===== config.mk =====
export PLATFORM = sky130hd
export DESIGN_NAME = ldpc_row_parity
export DESIGN_NICKNAME = d
export VERILOG_FILES = /design/src/rtl/ldpc_pkg.sv /design/src/rtl/ldpc_row_parity.sv
export SDC_FILE = /design/constraint.sdc
export NUM_CORES = 1
export LEC_CHECK = 0
export CORE_AREA = 4 4 110 112
export DETAILED_ROUTE_END_ITERATION = 10
export DIE_AREA = 0 0 114 116
export GPL_TIMING_DRIVEN = 0
export PLACE_DENSITY = 0.7
export SLEW_MARGIN = 20
export SYNTH_ARGS = -nofsm -noshare
export SYNTH_HDL_FRONTEND = slang
export SYNTH_SLANG_ARGS = --single-unit

===== constraint.sdc =====
create_clock -name vclk -period 5.6
set_clock_uncertainty 0.15 [all_clocks]
set_input_delay 1.12 -clock vclk [all_inputs]
set_output_delay 1.12 -clock vclk [all_outputs]
set_load 0.005 [all_outputs]

===== src/rtl/ldpc_pkg.sv =====
// ldpc_pkg: shared constants, ROM field layout and FSM state type for the
// LDPC syndrome checker.
//   N           codeword length (variable nodes)
//   M           number of parity checks (rows)
//   DC / DV     row weight / column weight of H
//   IDX_W       width of one column index in the H-position ROM
//   ROM_W       H-position ROM word width
//   COL_POS_LSB start of the five packed column indices in a ROM word
//   ROW_POS_LSB start of the column-to-row map (unused by this block)
package ldpc_pkg;

    localparam int unsigned N     = 100;
    localparam int unsigned M     = 80;
    localparam int unsigned DC    = 5;
    localparam int unsigned DV    = 4;
    localparam int unsigned IDX_W = 8;
    localparam int unsigned ROM_W = 72;

    localparam int unsigned COL_POS_LSB = 0;
    localparam int unsigned ROW_POS_LSB = 40;

    // Width needed to address one of the N bits; also the ROM address width
    // and the width of the unsatisfied-check counter (0..80).
    localparam int unsigned COL_W  = 7;
    localparam int unsigned ADDR_W = 7;
    localparam int unsigned CNT_W  = 7;

    localparam int unsigned SLOTS_W = DC * IDX_W;

    typedef enum logic [1:0] {
        IDLE,
        ISSUE,
        DRAIN,
        DONE
    } state_t;

endpackage


===== src/rtl/ldpc_row_parity.sv =====
// ldpc_row_parity: combinational parity of one H row.
//   bits    in  N        latched hard-decision word, bit k = variable k
//   idx     in  DC*IDX_W packed column indices of the row
//   parity  out 1        XOR of bits at all in-range indices
//   bad     out 1        at least one index was >= N
module ldpc_row_parity
    import ldpc_pkg::*;
(
    input  logic [N-1:0]       bits,
    input  logic [SLOTS_W-1:0] idx,
    output logic               parity,
    output logic               bad
);

    // Out-of-range indices contribute nothing to the parity and only raise bad.
    always_comb begin
        parity = 1'b0;
        bad    = 1'b0;
        for (int s = 0; s < int'(DC); s++) begin
            if (idx[s*IDX_W +: IDX_W] < IDX_W'(N)) begin
                parity = parity ^ bits[idx[s*IDX_W +: COL_W]];
            end else begin
                bad = 1'b1;
            end
        end
    end

endmodule


==> results.yml, run 1 <==
floorplanning:
  initial_core_util: 0.390
  ioPinCount: 142
  dieArea_mm2: 0.0132
  core-area_mm2: 0.0112
  std_cell_rows: 39
  dieWidth_um: 114
  die_y_um: 116
finish:
  regArea_um2: 0
  n_sequential_cell: 0
  finalNetCount: 602
  n_clock_buffer: 0
  drive_gt1_frac: 0.367
  antenna_cells: 0
  design_area_mm2: 0.00584
  area_delta_synth_final_pct: 33.4
  multi_input_area_mm2: 0.00413
  fill_cells: 1001
timing:
  whs_ns: 3.11
  fin_crit_ns: 5.52
  layout_setup_ws_ns: 0.0773
  finalHoldViolCount: 0
  post-route-period-util: 0.986
  timing.fmax_mhz: 181
  drv_slew: 0
  tns_ns: 0
  setup_viol: 0
  rsz0062_at_grt: "false"
  worst_slew_pin_slew_ns: 0.985
  maxSlewHeadroom: 0.344
placed_design:
  io_buffers: 127
  placed_cell_area_mm2: 0.00583
  preCtsSetupSlack_ns: -0.300
  gp_congestion: 0.956
  dp_hpwl_mm: 14.2
global_route:
  grt_pass1_vias: 4422
  overflow: 0
  grt_pass1_wl_mm: 26.6
  antenna_found_initial: 0
  grt_max_degree: 20
  grtUsageTotal: 0.264
logic_synthesis:
  yosys-top-cells-count: "mux4_2, mux2i_1, clkbuf_1"
  synth_warnings: 0
  ys_types: 46
  avgSynthCellArea_um2: 13.1
  syn_area_mm2: 0.00438
  yosys.area.top_type: "mux4_2"
  syn_inst: 334
  synth.area.top_cells: "mux4_2, mux2i_1, mux4_1"
  post-synth-top-count-cell: "mux4_2"
  synth_nets: 474
  yosysSeqAreaShare: 0
  synth_top_area_frac: 0.664
setup_path:
  critical_path_required_ns: 4.33
  cp_common_cell: "clkbuf_1"
  arrival_ns: 4.25
  path_cells: "clkbuf_1 > clkbuf_1 > mux4_2 > a22oi_1 > nand4_1 > a32oi_1 > o32ai_1 > xor2_1 > xnor3_1 > clkdlybuf4s50_1"
  path_max_fanout: 10
  slowest_stage: "clkbuf_1"
  slowest_delay_ns: 0.66
  endpoint_kind: "primary output"
  setup.worst_path.start_class: "primary input"
  critPathKind: "in2out"
drt:
  routedWlPerCell_um: 29.6
  drc: 0
  vias_per_cell: 7.28
  drt_first_pass_iters: 5
  wl_mm: 17.8
  drt-met1-wl_mm: 6.70
  num_vias: 4388
  top_layer: "met4"
  drtAntennaViolNets: 0
  wl_met2_mm: 8.45
  wl_met3_mm: 2.21
  drtIter0Drc: 497
clock_tree:
  hold_buffers: 0
  cts_setup_buffers: 0
pwr:
  total_power_uw: 522
  pwr_density_cell_mw_per_mm2: 89.4
  ir_drop_mv: 0.0526
  p_leak_uw: 0.00195
run_status:
  outcome: "finished clean"
job:
  drv_cap: 0
min_path:
  hold_class: "in2out"
==> final timing paths <==
| kind | cells after the start | start | slack, ns | endpoint |
|---|---|---|---|---|
| worst max-delay path | 10 | idx[33] | 0.08 | parity |
| worst min-delay path | 4 | idx[36] | 3.11 | bad |
==> critical path, delay by kind of cell <==
family | cells | cell delay (ns)
compound gates | 3 | 0.59
mux | 1 | 0.43
simple gates | 1 | 0.16
buf+inv | 3 | 1.55
xor+xnor | 2 | 0.40
==> logic make-up after synthesis <==
kind of cell    share of synthesized area
mux                                 0.764
simple gates                       0.0846
compound gates                     0.0843
buf+inv                            0.0583
xor+xnor                          0.00915
==> per-stage QoR <==
stage	util	std cells
6_report	0.521	603
5_1_grt	0.521	603
4_1_cts	0.519	603
3_5_place_dp	0.519	604
3_3_place_gp	0.519	604
2_1_floorplan	-	334
==> report_power, final <==
part / internal, uW / leakage (uW) / switching [uW]
Clock: 0 / 0 / 0
Combinational: 299 / 0.00195 / 224
Sequential: 0 / 0 / 0
Total: 299 / 0.00195 / 224
==> cell usage in the layout (no fill, tap or decap), types with 7 or more instances in the layout <==
| cell type | synthesis | routed |
|---|---|---|
| mux2i_1 | 25 | 24 |
| mux4_2 | 129 | 129 |
| buf_2 | 15 | 13 |
| inv_1 | 7 | 7 |
| nand2_1 | 8 | 8 |
| nand3_1 | 12 | 12 |
| clkdlybuf4s50_1 | 0 | 126 |
| nor2b_1 | 11 | 11 |
| nor2_1 | 12 | 12 |
| clkbuf_1 | 16 | 11 |
==> repair_timing <==
| action | in CTS | in global routing |
|---|---|---|
| setup endpoints to repair | 1 | 1 |
| pin swaps | 0 | 0 |
| cloned | 0 | 0 |
| gates resized for setup | 5 | 10 |
==> routing by layer <==
layer	vias up	global-route usage
li1	1804	-
met1	2201	0.360
met3	35	0.0721
met5	-	0
met2	348	0.421
met4	0	0.0697
==> final cells by class <==
cell class	count	share of cell area
plain buffers	41	0.0411
inverters	7	0.00450
multi-input cells	285	0.706
well taps	143	0.0306
repair buffers	127	0.217
Power figures use the tool's default switching activity.
==> inputs of run 2 (changes only) <==
--- a/config.mk
+++ b/config.mk
@@ -8,9 +8,10 @@
 export CORE_AREA = 4 4 110 112
 export DETAILED_ROUTE_END_ITERATION = 10
 export DIE_AREA = 0 0 114 116
+export GPL_ROUTABILITY_DRIVEN = 0
 export GPL_TIMING_DRIVEN = 0
 export PLACE_DENSITY = 0.7
-export SLEW_MARGIN = 20
+export SLEW_MARGIN = 15
 export SYNTH_ARGS = -nofsm -noshare
 export SYNTH_HDL_FRONTEND = slang
 export SYNTH_SLANG_ARGS = --single-unit
==> results.yml, run 2 (synthesized netlist as in run 1, its figures left out) <==
floorplanning:
  dieArea_mm2: 0.0132
  ioPinCount: 142
  initial_core_util: 0.390
  core-area_mm2: 0.0112
  std_cell_rows: 39
  die_y_um: 116
  dieWidth_um: 114
min_path:
  whs_endpoint: "bad"
  holdPathStages: 4
  min_from: "idx[36]"
  hold_class: "in2out"
run_status:
  outcome: "finished clean"
placed_design:
  io_buffers: 127
  dp_hpwl_mm: 13.8
  preCtsSetupSlack_ns: -0.134
  placed_cell_area_mm2: 0.00583
drt:
  vias_per_cell: 7.32
  drc: 0
  drtAntennaViolNets: 0
  wl_mm: 17.3
  drtIter0Drc: 488
  num_vias: 4413
  drt_first_pass_iters: 5
  routedWlPerCell_um: 28.8
setup_path:
  cpLargestDelayFamily: "buffers and inverters"
  critical_path_required_ns: 4.33
  arrival_ns: 4.23
  path_max_fanout: 10
  slowest_stage: "mux4_2"
  critPathKind: "in2out"
  path_cells: "buf_4 > buf_6 > buf_2 > mux4_1 > mux4_2 > mux2_2 > o2111ai_2 > o31ai_1 > xor2_1 > xnor3_1 > clkdlybuf4s50_1"
  endpoint_kind: "primary output"
  path_buf_inv: 4
  slowest_delay_ns: 0.53
  setup.worst_path.start_class: "primary input"
global_route:
  grtUsageTotal: 0.259
  grt_max_degree: 11
  grt_pass1_wl_mm: 26.4
  overflow: 0
  grt_pass1_vias: 4491
  antenna_found_initial: 0
finish:
  regArea_um2: 0
  antenna_cells: 0
  fill_cells: 1009
  final_common_cell: "mux4_2"
  design_area_mm2: 0.00585
  area_delta_synth_final_pct: 33.6
  drive_gt1_frac: 0.367
  n_sequential_cell: 0
  finalNetCount: 602
  n_clock_buffer: 0
  final_cell_mix: "mux4_2, clkdlybuf4s50_1, mux2i_1, buf_2"
timing:
  layout_setup_ws_ns: 0.0976
  worst_slew_pin_slew_ns: 0.895
  drv_slew: 0
  post-route-period-util: 0.983
  rsz0062_at_grt: "false"
  setup_viol: 0
  fin_crit_ns: 5.50
  maxSlewHeadroom: 0.403
  tns_ns: 0
  timing.fmax_mhz: 182
  finalHoldViolCount: 0
pwr:
  p_leak_uw: 0.00197
  ir_drop_mv: 0.0638
  pwr_density_cell_mw_per_mm2: 88.9
  total_power_uw: 520
clock_tree:
  cts_setup_buffers: 0
  hold_buffers: 0
job:
  drv_cap: 0
[run 2: changes by cell type in the layout (fill, tap and decap cells not counted), sizes merged]
cell / previous run / this run
dlymetal6s2s: 0 / 1
dlygate4sd2: 1 / 0
[run 2: worst max path at each step]
stage,startpoint,endpoint,depth (start not counted)
after detailed placement,idx[19],parity,9
after floorplan,idx[24],parity,8
after CTS,idx[3],parity,9
after global routing,idx[9],parity,11
final,idx[9],parity,11
after global placement,idx[19],parity,10
[run 2: through the flow]
step,hold slack (ns),utilization,std cells
floorplan,2.20,-,334
global placement,3.09,0.519,604
detailed placement,3.10,0.519,604
CTS,3.10,0.520,604
global route,3.20,0.521,603
finish,3.11,0.521,603
[run 2: cell type report]
class	count	area, um2	area share
plain buffers	41	249	0.0426
inverters	7	26.3	0.00449
multi-input cells	285	4120	0.705
well taps	143	179	0.0306
repair buffers	127	1270	0.218
[run 2: repair_timing]
action,CTS,global route
cloned,0,0
resized for setup,3,16
pin swaps,0,0
endpoints found under the setup margin,1,1
[run 2: report_power, final]
part | switching (uW) | total (uW) | internal [uW]
Combinational | 221 | 520 | 299
Clock | 0 | 0 | 0
Sequential | 0 | 0 | 0
Total | 221 | 520 | 299
[run 2: layer usage]
metal	track usage	routed length (um)	vias up
met5	0	0	-
met4	0.0546	469	0
met3	0.0742	2510	37
met2	0.422	8240	386
met1	0.348	6110	2193
li1	-	-	1797
